File: src/rtl/spi_arbiter_seq_pkg.sv
// Shared definitions for the SPI arbiter: FSM encoding and the master's control-word layout.
package spi_arbiter_seq_pkg;

    typedef enum logic [2:0] {
        ST_IDLE  = 3'd0,
        ST_LOAD  = 3'd1,
        ST_ARM   = 3'd2,
        ST_BUSY  = 3'd3,
        ST_DESEL = 3'd4
    } state_t;

    localparam int          SPI_CSX_BIT    = 8;
    localparam int          SPI_BUSY_BIT   = 15;
    localparam logic [15:0] SPI_DESEL_WORD = 16'h0100;

endpackage

File: src/rtl/spi_arbiter_seq_rr_arbiter.sv
// Round-robin pick: lowest requester at or above i_ptr, wrapping to the lowest overall.
module rr_arbiter #(
    parameter int N     = 2,
    parameter int PTR_W = 1
) (
    input  logic [N-1:0]     i_req,
    input  logic [PTR_W-1:0] i_ptr,
    output logic [N-1:0]     o_grant
);

    logic [N-1:0] w_mask;
    logic [N-1:0] w_masked;
    logic [N-1:0] w_pick_src;

    // NOTE: every variable gets a value on every pass through always_comb, so no latch is inferred.
    always_comb begin
        w_mask = '0;
        for (int i = 0; i < N; i++) begin
            w_mask[i] = (i >= int'(i_ptr));
        end
        w_masked   = i_req & w_mask;
        w_pick_src = (|w_masked) ? w_masked : i_req;
        o_grant    = w_pick_src & (~w_pick_src + {{(N-1){1'b0}}, 1'b1});
    end

endmodule

File: src/rtl/spi_arbiter_seq.sv
// Shares one SPI master between N requesters: round-robin grant per transaction,
// byte streaming through the master's load/in/out port, and CSX framing.
module spi_arbiter_seq
    import spi_arbiter_seq_pkg::*;
#(
    parameter int N         = 2,
    parameter int DESEL_CYC = 2
) (
    input  logic           clk,
    input  logic           rst_n,
    input  logic [N-1:0]   req_valid,
    input  logic [8*N-1:0] req_data,
    input  logic [N-1:0]   req_last,
    output logic [N-1:0]   req_ready,
    output logic [N-1:0]   rsp_valid,
    output logic [7:0]     rsp_data,
    output logic [N-1:0]   grant,
    output logic           spi_load,
    output logic [15:0]    spi_in,
    input  logic [15:0]    spi_out
);

    localparam int PTR_W = (N > 2) ? 2 : 1;
    localparam int CNT_W = $clog2(DESEL_CYC + 1);

    state_t           r_state;
    logic [PTR_W-1:0] r_rr_ptr;
    logic [N-1:0]     r_grant;
    logic [N-1:0]     r_req_ready;
    logic [N-1:0]     r_rsp_valid;
    logic [7:0]       r_rsp_data;
    logic             r_spi_load;
    logic [15:0]      r_spi_in;
    logic             r_last_q;
    logic [CNT_W-1:0] r_gap_cnt;

    logic [N-1:0]     w_arb_grant;
    logic             w_gnt_valid;
    logic             w_gnt_last;
    logic [7:0]       w_gnt_byte;
    logic [PTR_W-1:0] w_next_ptr;
    logic             w_spi_out_unused;

    rr_arbiter #(
        .N     (N),
        .PTR_W (PTR_W)
    ) u_rr_arbiter (
        .i_req   (req_valid),
        .i_ptr   (r_rr_ptr),
        .o_grant (w_arb_grant)
    );

    assign w_gnt_valid      = |(req_valid & r_grant);
    assign w_gnt_last       = |(req_last & r_grant);
    assign w_spi_out_unused = ^spi_out[SPI_BUSY_BIT-1:SPI_CSX_BIT];

    always_comb begin
        w_gnt_byte = '0;
        w_next_ptr = '0;
        for (int i = 0; i < N; i++) begin
            if (r_grant[i]) begin
                w_gnt_byte = w_gnt_byte | req_data[i*8 +: 8];
                w_next_ptr = PTR_W'((i + 1) % N);
            end
        end
    end

    // NOTE: sequential state uses <= so every register samples pre-edge values; no memories here, all state is reset.
    always_ff @(posedge clk or negedge rst_n) begin
        if (!rst_n) begin
            r_state     <= ST_IDLE;
            r_rr_ptr    <= '0;
            r_grant     <= '0;
            r_req_ready <= '0;
            r_rsp_valid <= '0;
            r_rsp_data  <= '0;
            r_spi_load  <= 1'b0;
            r_spi_in    <= SPI_DESEL_WORD;
            r_last_q    <= 1'b0;
            r_gap_cnt   <= '0;
        end else begin
            r_spi_load  <= 1'b0;
            r_req_ready <= '0;
            r_rsp_valid <= '0;
            case (r_state)
                ST_IDLE: begin
                    if (|req_valid) begin
                        r_grant <= w_arb_grant;
                        r_state <= ST_LOAD;
                    end
                end
                ST_LOAD: begin
                    if (w_gnt_valid) begin
                        r_spi_load  <= 1'b1;
                        r_req_ready <= r_grant;
                        r_spi_in    <= {7'd0, 1'b0, w_gnt_byte};
                        r_last_q    <= w_gnt_last;
                        r_state     <= ST_ARM;
                    end
                end
                // The master raises busy one cycle after load; skip that cycle before polling.
                ST_ARM: r_state <= ST_BUSY;
                ST_BUSY: begin
                    if (!spi_out[SPI_BUSY_BIT]) begin
                        r_rsp_data  <= spi_out[7:0];
                        r_rsp_valid <= r_grant;
                        r_gap_cnt   <= '0;
                        r_state     <= r_last_q ? ST_DESEL : ST_LOAD;
                    end
                end
                ST_DESEL: begin
                    if (r_gap_cnt == '0) begin
                        r_spi_load <= 1'b1;
                        r_spi_in   <= SPI_DESEL_WORD;
                        r_grant    <= '0;
                        r_rr_ptr   <= w_next_ptr;
                    end
                    if (r_gap_cnt == CNT_W'(DESEL_CYC)) begin
                        r_state <= ST_IDLE;
                    end else begin
                        r_gap_cnt <= r_gap_cnt + CNT_W'(1);
                    end
                end
                default: r_state <= ST_IDLE;
            endcase
        end
    end

    assign req_ready = r_req_ready;
    assign rsp_valid = r_rsp_valid;
    assign rsp_data  = r_rsp_data;
    assign grant     = r_grant;
    assign spi_load  = r_spi_load;
    assign spi_in    = r_spi_in;

endmodule
File: config.mk
export PLATFORM = sky130hd
export DESIGN_NAME = spi_arbiter_seq
export DESIGN_NICKNAME = d
export VERILOG_FILES = /design/src/rtl/spi_arbiter_seq_pkg.sv /design/src/rtl/spi_arbiter_seq_rr_arbiter.sv /design/src/rtl/spi_arbiter_seq.sv
export SDC_FILE = /design/constraint.sdc
export NUM_CORES = 1
export LEC_CHECK = 0
export CAP_MARGIN = 5
export CELL_PAD_IN_SITES_DETAIL_PLACEMENT = 1
export CELL_PAD_IN_SITES_GLOBAL_PLACEMENT = 2
export CORE_ASPECT_RATIO = 1.4
export CORE_MARGIN = 5
export CORE_UTILIZATION = 22
export CTS_CLUSTER_SIZE = 25
export DETAILED_ROUTE_END_ITERATION = 8
export PLACE_DENSITY_LB_ADDON = 0.1
export SYNTH_ARGS = -nofsm -noshare
export SYNTH_HDL_FRONTEND = slang
export SYNTH_HIERARCHICAL = 1
export SYNTH_SLANG_ARGS = --single-unit
File: constraint.sdc
create_clock -name clk -period 1.5 [get_ports clk]
set_input_delay 0.15 -clock clk [delete_from_list [all_inputs] [get_ports clk]]
set_output_delay 0.15 -clock clk [all_outputs]
set_load 0.05 [all_outputs]
# Word-level counts from Yosys, hierarchy flattened
# Cells that the tools add are included.
[op_classes] n_addsub=2 multipliers=0 div=0 n_lt_le_gt_ge=1 n_eq_ne=11 shifts=0 mux=27 bitwise_logic=7 n_reduce_logical=16
[op_table] operator="16-bit two-way mux" n=2
[op_table] operator="16-bit case mux with 2 select lines" n=1
[op_table] operator="2-bit two-way mux" n=9
[op_table] operator="8-bit two-way mux" n=2
[op_table] operator="3-bit two-way mux" n=5
[op_table] operator="3-bit case mux with 5 select lines" n=1
[op_table] operator="2-bit != test (second input constant)" n=6
[op_table] operator="3-bit AND reduction" n=3
[op_table] operator="2-bit bitwise AND" n=4
[op_table] operator="8-bit bitwise OR" n=1
[op_table] operator="2-bit case mux with 2 select lines" n=2
[op_table] operator="2-bit OR reduction" n=4
[op_table] operator="3-bit by 2-bit == test with 1-bit output (second input constant)" n=2
[op_table] operator="2-bit AND reduction" n=3
[op_table] operator="2-bit nonzero test" n=3
[op_table] operator="2-bit by 1-bit adder with 2-bit output (second input constant)" n=2
[op_table] operator="1-bit two-way mux" n=4
[op_table] operator="4-bit AND reduction" n=1
[op_table] operator="3-bit by 1-bit == test with 1-bit output (second input constant)" n=1
[op_table] operator="3-bit == test (second input constant)" n=1
[op_table] operator="3-bit logical NOT" n=1
[op_table] operator="2-bit == test (second input constant)" n=1
[op_table] operator="2-bit logical NOT" n=1
[op_table] operator="2-bit inverter" n=1
[op_table] operator="3 further kinds" n=3
[totals] ff_bits=38 latch_bits=0 ramBits=0 romBits=0 inputBits=38 out_inout_bits=31 wordCells=74 memories=0

# Longest topological paths before layout
[depth] depth_word=9 mapped_depth=6 depth_no_buf=5

# By module
# Netlist, hierarchy kept.
[by_module_without_submodules] module="spi_arbiter_seq" n_inst=1 cells_per_inst=122 area_per_inst_um2=1465.2 seq_area_each_um2=777.0
[by_module_without_submodules] module="rr_arbiter" n_inst=1 cells_per_inst=3 area_per_inst_um2=18.8 seq_area_each_um2=0.0

# Worst setup path before layout
# Ideal clock, no wire load.
[synth_path] path_kind="reg2reg" from="reg r_grant[0], in the netlist grant[0]" to="reg r_last_q" setup_ps=125 arrival_ps=1632 t_required_ps=1375 path_slack_ps=-256 stages_incl_launch_ff=5 path_buffers=1 synth_period_minus_slack_ps=1756 cell_sequence="dfrtp_1 -> a22oi_1 -> or4_1 -> buf_2 -> mux2_2"
[synth_between] elab_chain_cells=3 elab_cells_between_ends=5 cone_classes="bitwise: 2; reduce/logical: 3"
[synth_rtl] element="from (decl)" line="spi_arbiter_seq.sv:28" source="logic [N-1:0] r_grant;"
[synth_rtl] element="from (signal assigned)" line="spi_arbiter_seq.sv:88" source="r_grant <= w_arb_grant;"
[synth_rtl] element="2-bit bitwise AND" line="spi_arbiter_seq.sv:53" source="assign w_gnt_valid = |(req_valid & r_grant);"
[synth_rtl] element="2-bit OR reduction" line="spi_arbiter_seq.sv:53"
[synth_rtl] element="2-bit AND reduction (no source line)"
[synth_rtl] element="to (signal assigned)" line="spi_arbiter_seq.sv:97" source="r_last_q <= w_gnt_last;"
[synth_rtl] element="to (decl)" line="spi_arbiter_seq.sv:34" source="logic r_last_q;"
# Several ways; a longest one is shown, not always the timed one.
# A chain may end at the register's enable or synchronous reset.

# Worst setup path after layout
[layout_path] from="reg r_state[0]" to="reg r_spi_in[2], in the netlist spi_in[2]"
[layout_between] elab_chain_cells=3 elab_cells_between_ends=7 cone_classes="eq/ne: 4; mux: 1; reduce/logical: 2"
[layout_rtl] element="from (decl)" line="spi_arbiter_seq.sv:26" source="state_t r_state;"
[layout_rtl] element="from (signal assigned)" line="spi_arbiter_seq.sv:108" source="r_state <= r_last_q ? ST_DESEL : ST_LOAD;"
[layout_rtl] element="3-bit == test or 3-bit by 1-bit == test with 1-bit output (tied branches)" line="spi_arbiter_seq.sv:85" source="case (r_state)"
[layout_rtl] element="2-bit != test (no source line) or 2-bit nonzero test (tied branches)"
[layout_rtl] element="3-bit AND reduction (no source line)"
[layout_rtl] element="to (signal assigned)" line="spi_arbiter_seq.sv:96" source="r_spi_in <= {7'd0, 1'b0, w_gnt_byte};"
[layout_rtl] element="to (decl)" line="spi_arbiter_seq.sv:33" source="logic [15:0] r_spi_in;"
# Several ways; a longest one is shown, not always the timed one.

==> run_results.csv <==
group,metric,value,unit
run_status,status,"completed",
floorplanning,die_height,107,µm
timing,worst_slack,0.0624,ns
synth,yosysUniqueCellTypes,35,
clock_tree,cts_max_level,2,
synth,yosysTopAreaCellShare,50.6,%
route,drt_wl_total,4230,µm
timing,finalCritPeriodShare,95.8,%
clock_tree,ctsLongestPathBuffers,2,
global_routing,grt_max_degree,32,
floorplanning,io-pin-count,69,
worst_hold_path,hp-class,"primary input to asynchronous set/reset pin",
place,place_hpwl,3170,µm
finish,final_nets,229,
power,powerDensity,2400,nW/µm²
critical_path,worst_ep_arrival_time,1.60,ns
route,routed_via_density,4.42,
synth,postSynth.asyncResetShare,100,%
critical_path,critical_path.max_fanout,10,
global_routing,antenna_violations_before_repair,0,
timing,count_of_final_max_slew_check_failures,0,
finish,multiInputGateArea,591,µm²
route,drc_errors,0,
synth,post_synth_main_area_contributors,"sky130_fd_sc_hd__dfrtp_1 51%, sky130_fd_sc_hd__mux2_2 7.6%, sky130_fd_sc_hd__mux2i_1 5.4%, sky130_fd_sc_hd__a22oi_1 4.6%, sky130_fd_sc_hd__buf_4 4.0%",
route,dr.first_iter.drc_count,51,
power,p_sw,2410,µW
power,power_frac_comb,57.0,%
power,vdd.ir_drop.worst,0.885,mV
route,detail-route-antenna-nets,0,
power,power,5320,µW
clock_tree,clk_pin_slew,0.07,ns
power,net_sw_share,45.4,%
global_routing,grt_pass1_wl,6820,µm
timing,fmax,696,MHz
power,pwr-share-seq,26.9,%
synth,gate_count_of_the_mapped_netlist,125,
timing,rsz0062_at_grt,"false",
finish,layout.cells.non_filler,264,
place,pre_cts_ws,-0.216,ns
finish,filler_cell_count,739,
timing,fin_skew,0.00666,ns
floorplanning,design.core.area,6570,µm²
place,finalWeightedCongestion,0.748,
synth,yosys_warnings,6,
global_routing,globalRouteOverflowTotal,0,
synth,synth-seq-cells,31,
power,internal_power,2900,µW
floorplanning,fp-row-count,35,
timing,hold_viol,0,
critical_path,timing_worst_setup_path_type,"flop to flop",
power,pwr-share-clk,16.0,%
synth,postSynth.topFlopCell,"sky130_fd_sc_hd__dfrtp_1",
floorplanning,floorplan.die_area,8510,µm²
global_routing,vias_in_the_first_global_route,1315,
timing,setup_viol,0,
place,dpl.cell_count,256,
route,routedWlPerCell,16.0,µm
clock_tree,holdBufCountCts,0,
synth,synth_area_per_cell,11.9,µm²
place,numPortBuffers,54,
critical_path,cp-end-kind,"flop",
clock_tree,cts_root_buffer,"sky130_fd_sc_hd__clkbuf_8",
finish,seq_area,779,µm²
critical_path,crit_path_start_kind,"flop",
global_routing,global_route_total_usage_across_every_layer,10.4,%
timing,fin_tns_setup,0,ns
synth,yosysSeqAreaShare,52.4,%
synth,synthesis.area,1480,µm²
flow_run,max_cap_viol_count,0,
timing,min_clock_period_post_route,1.44,ns
critical_path,required,1.66,ns
route,routed-via-count,1166,
synth,edff_count_synth,0,
clock_tree,numCtsBuffers,5,
floorplanning,floorplan.die.width,79.4,µm
finish,area.growth.synth_to_final,49.5,%
finish,post_route_cells_drive_above_1_share,33.2,%
clock_tree,worstSkewPairLatency,0.28,ns
finish,num_antenna_cells,0,
clock_tree,numClockSinks,31,
clock_tree,cts_tree,"done",
power,leakage,0.00105,µW
synth,synth_top_area_cell,"sky130_fd_sc_hd__dfrtp_1",
route,drt_pre_antenna_iters,4,
floorplanning,initial_core_utilization,22.6,%
==> through the flow <==
step	util (%)	hold slack [ns]	cell area, µm²
finish	33.8	0.283	2220
global route	33.8	0.301	2220
CTS	33.6	0.288	2200
detailed placement	31.8	0.493	2090
global placement	31.8	0.491	2090
floorplan	-	-0.146	1510
==> synth_stat cells, types with 2 or more instances <==
cell type                  count
sky130_fd_sc_hd__a21oi_1       2
sky130_fd_sc_hd__buf_2         2
sky130_fd_sc_hd__buf_6         2
sky130_fd_sc_hd__ha_1          2
sky130_fd_sc_hd__and2_1        2
sky130_fd_sc_hd__nor2_1        5
sky130_fd_sc_hd__mux2_2       10
sky130_fd_sc_hd__nand4b_1      3
sky130_fd_sc_hd__buf_4         8
sky130_fd_sc_hd__inv_1         6
sky130_fd_sc_hd__mux2i_1       8
sky130_fd_sc_hd__o311ai_0      2
sky130_fd_sc_hd__a22oi_1       9
sky130_fd_sc_hd__dfrtp_1      30
sky130_fd_sc_hd__nand2_1      10
sky130_fd_sc_hd__a22o_1        2
sky130_fd_sc_hd__o31ai_1       3
sky130_fd_sc_hd__a21boi_0      2
==> worst paths after layout <==
kind | cells after the start | to | slack, ns | startpoint
max in group asynchronous | 2 | spi_in[8] | 0.89 | rst_n
min | 2 | rsp_data[0] | 0.28 | rst_n
max reg2reg | 4 | spi_in[2] | 0.06 | r_state[0]
min reg2reg | 1 | r_state[1] | 0.49 | r_state[2]
min in group clk | 2 | rsp_data[0] | 0.48 | spi_out[0]
max | 4 | spi_in[2] | 0.06 | r_state[0]
==> state kept, by name, summed over array words and instances (netlist names) <==
| name | count |
|---|---|
| r_gap_cnt | 2 |
| r_last_q | 1 |
| spi_in | 9 |
| r_rr_ptr | 1 |
| rsp_data | 8 |
| spi_load | 1 |
| req_ready | 2 |
| rsp_valid | 2 |
| r_state | 3 |
| grant | 2 |
==> power by group through the flow <==
stage / Sequential, µW / Combinational (µW) / Clock, µW
3_3_place_gp: 1450 / 3020 / 0
5_1_grt: 1490 / 3230 / 934
4_1_cts: 1440 / 3060 / 897
2_1_floorplan: 2490 / 968 / 0
6_report: 1430 / 3030 / 852
3_5_place_dp: 1460 / 3050 / 0
==> layout make-up <==
cell class | instances | share of cell area (%)
repair buffers | 66 | 27.6
multi-input cells | 78 | 26.6
clock buffers | 6 | 3.72
inverters | 7 | 1.18
clock inverters | 2 | 1.58
flip-flops and latches | 31 | 35.1
well taps | 74 | 4.17
==> kinds of logic after synthesis <==
family	after synthesis	synth area share (%)
simple gates	28	11.2
buf+inv	22	10.0
other cells	1	0.253
fa+ha+maj	2	1.69
compound gates	23	11.5
flops	31	52.4
mux	18	13.0
==> per-layer routing <==
metal | part of all wire [%] | wire length, µm | track usage, %
met1 | 38 | 1630 | 11.1
met2 | 55 | 2340 | 19.2
met5 | 0 | 0 | 0
met3 | 4.4 | 185 | 2.61
met4 | 1.7 | 71 | 4.18
==> placed cells by master (no fill, tap or decap), drive strengths merged <==
cell           count
buf               36
clkdlybuf4s50     30
dfrtp             30
nand2             10
mux2              10
a22oi              9
mux2i              8
conb               7
inv                7
clkbuf             6
nor2               5
nand4b             3
o31ai              3
a21boi             3
and2               2
a22o               2
a21oi              2
o311ai             2
ha                 2
or4                1
nand4bb            1
and4bb             1
nor4b              1
or3                1
o21ai              1
and3               1
a21o               1
or2                1
nor2b              1
bufinv             1
clkinv             1
dfstp              1
==> critical path: stages, from the launching register on <==
cell	delay (ns)
sky130_fd_sc_hd__dfrtp_1	0.36
sky130_fd_sc_hd__inv_2	0.05
sky130_fd_sc_hd__or4_1	0.58
sky130_fd_sc_hd__buf_6	0.20
sky130_fd_sc_hd__mux2i_1	0.13
==> repair_timing <==
item / 4_1_cts / 5_1_grt
hold endpoints to repair: 0 / 0
endpoints found under the setup margin: 0 / 13
setup buffers: 0 / 0
gates resized for setup: 0 / 3
No activity file was read; power rests on OpenSTA's default activity.
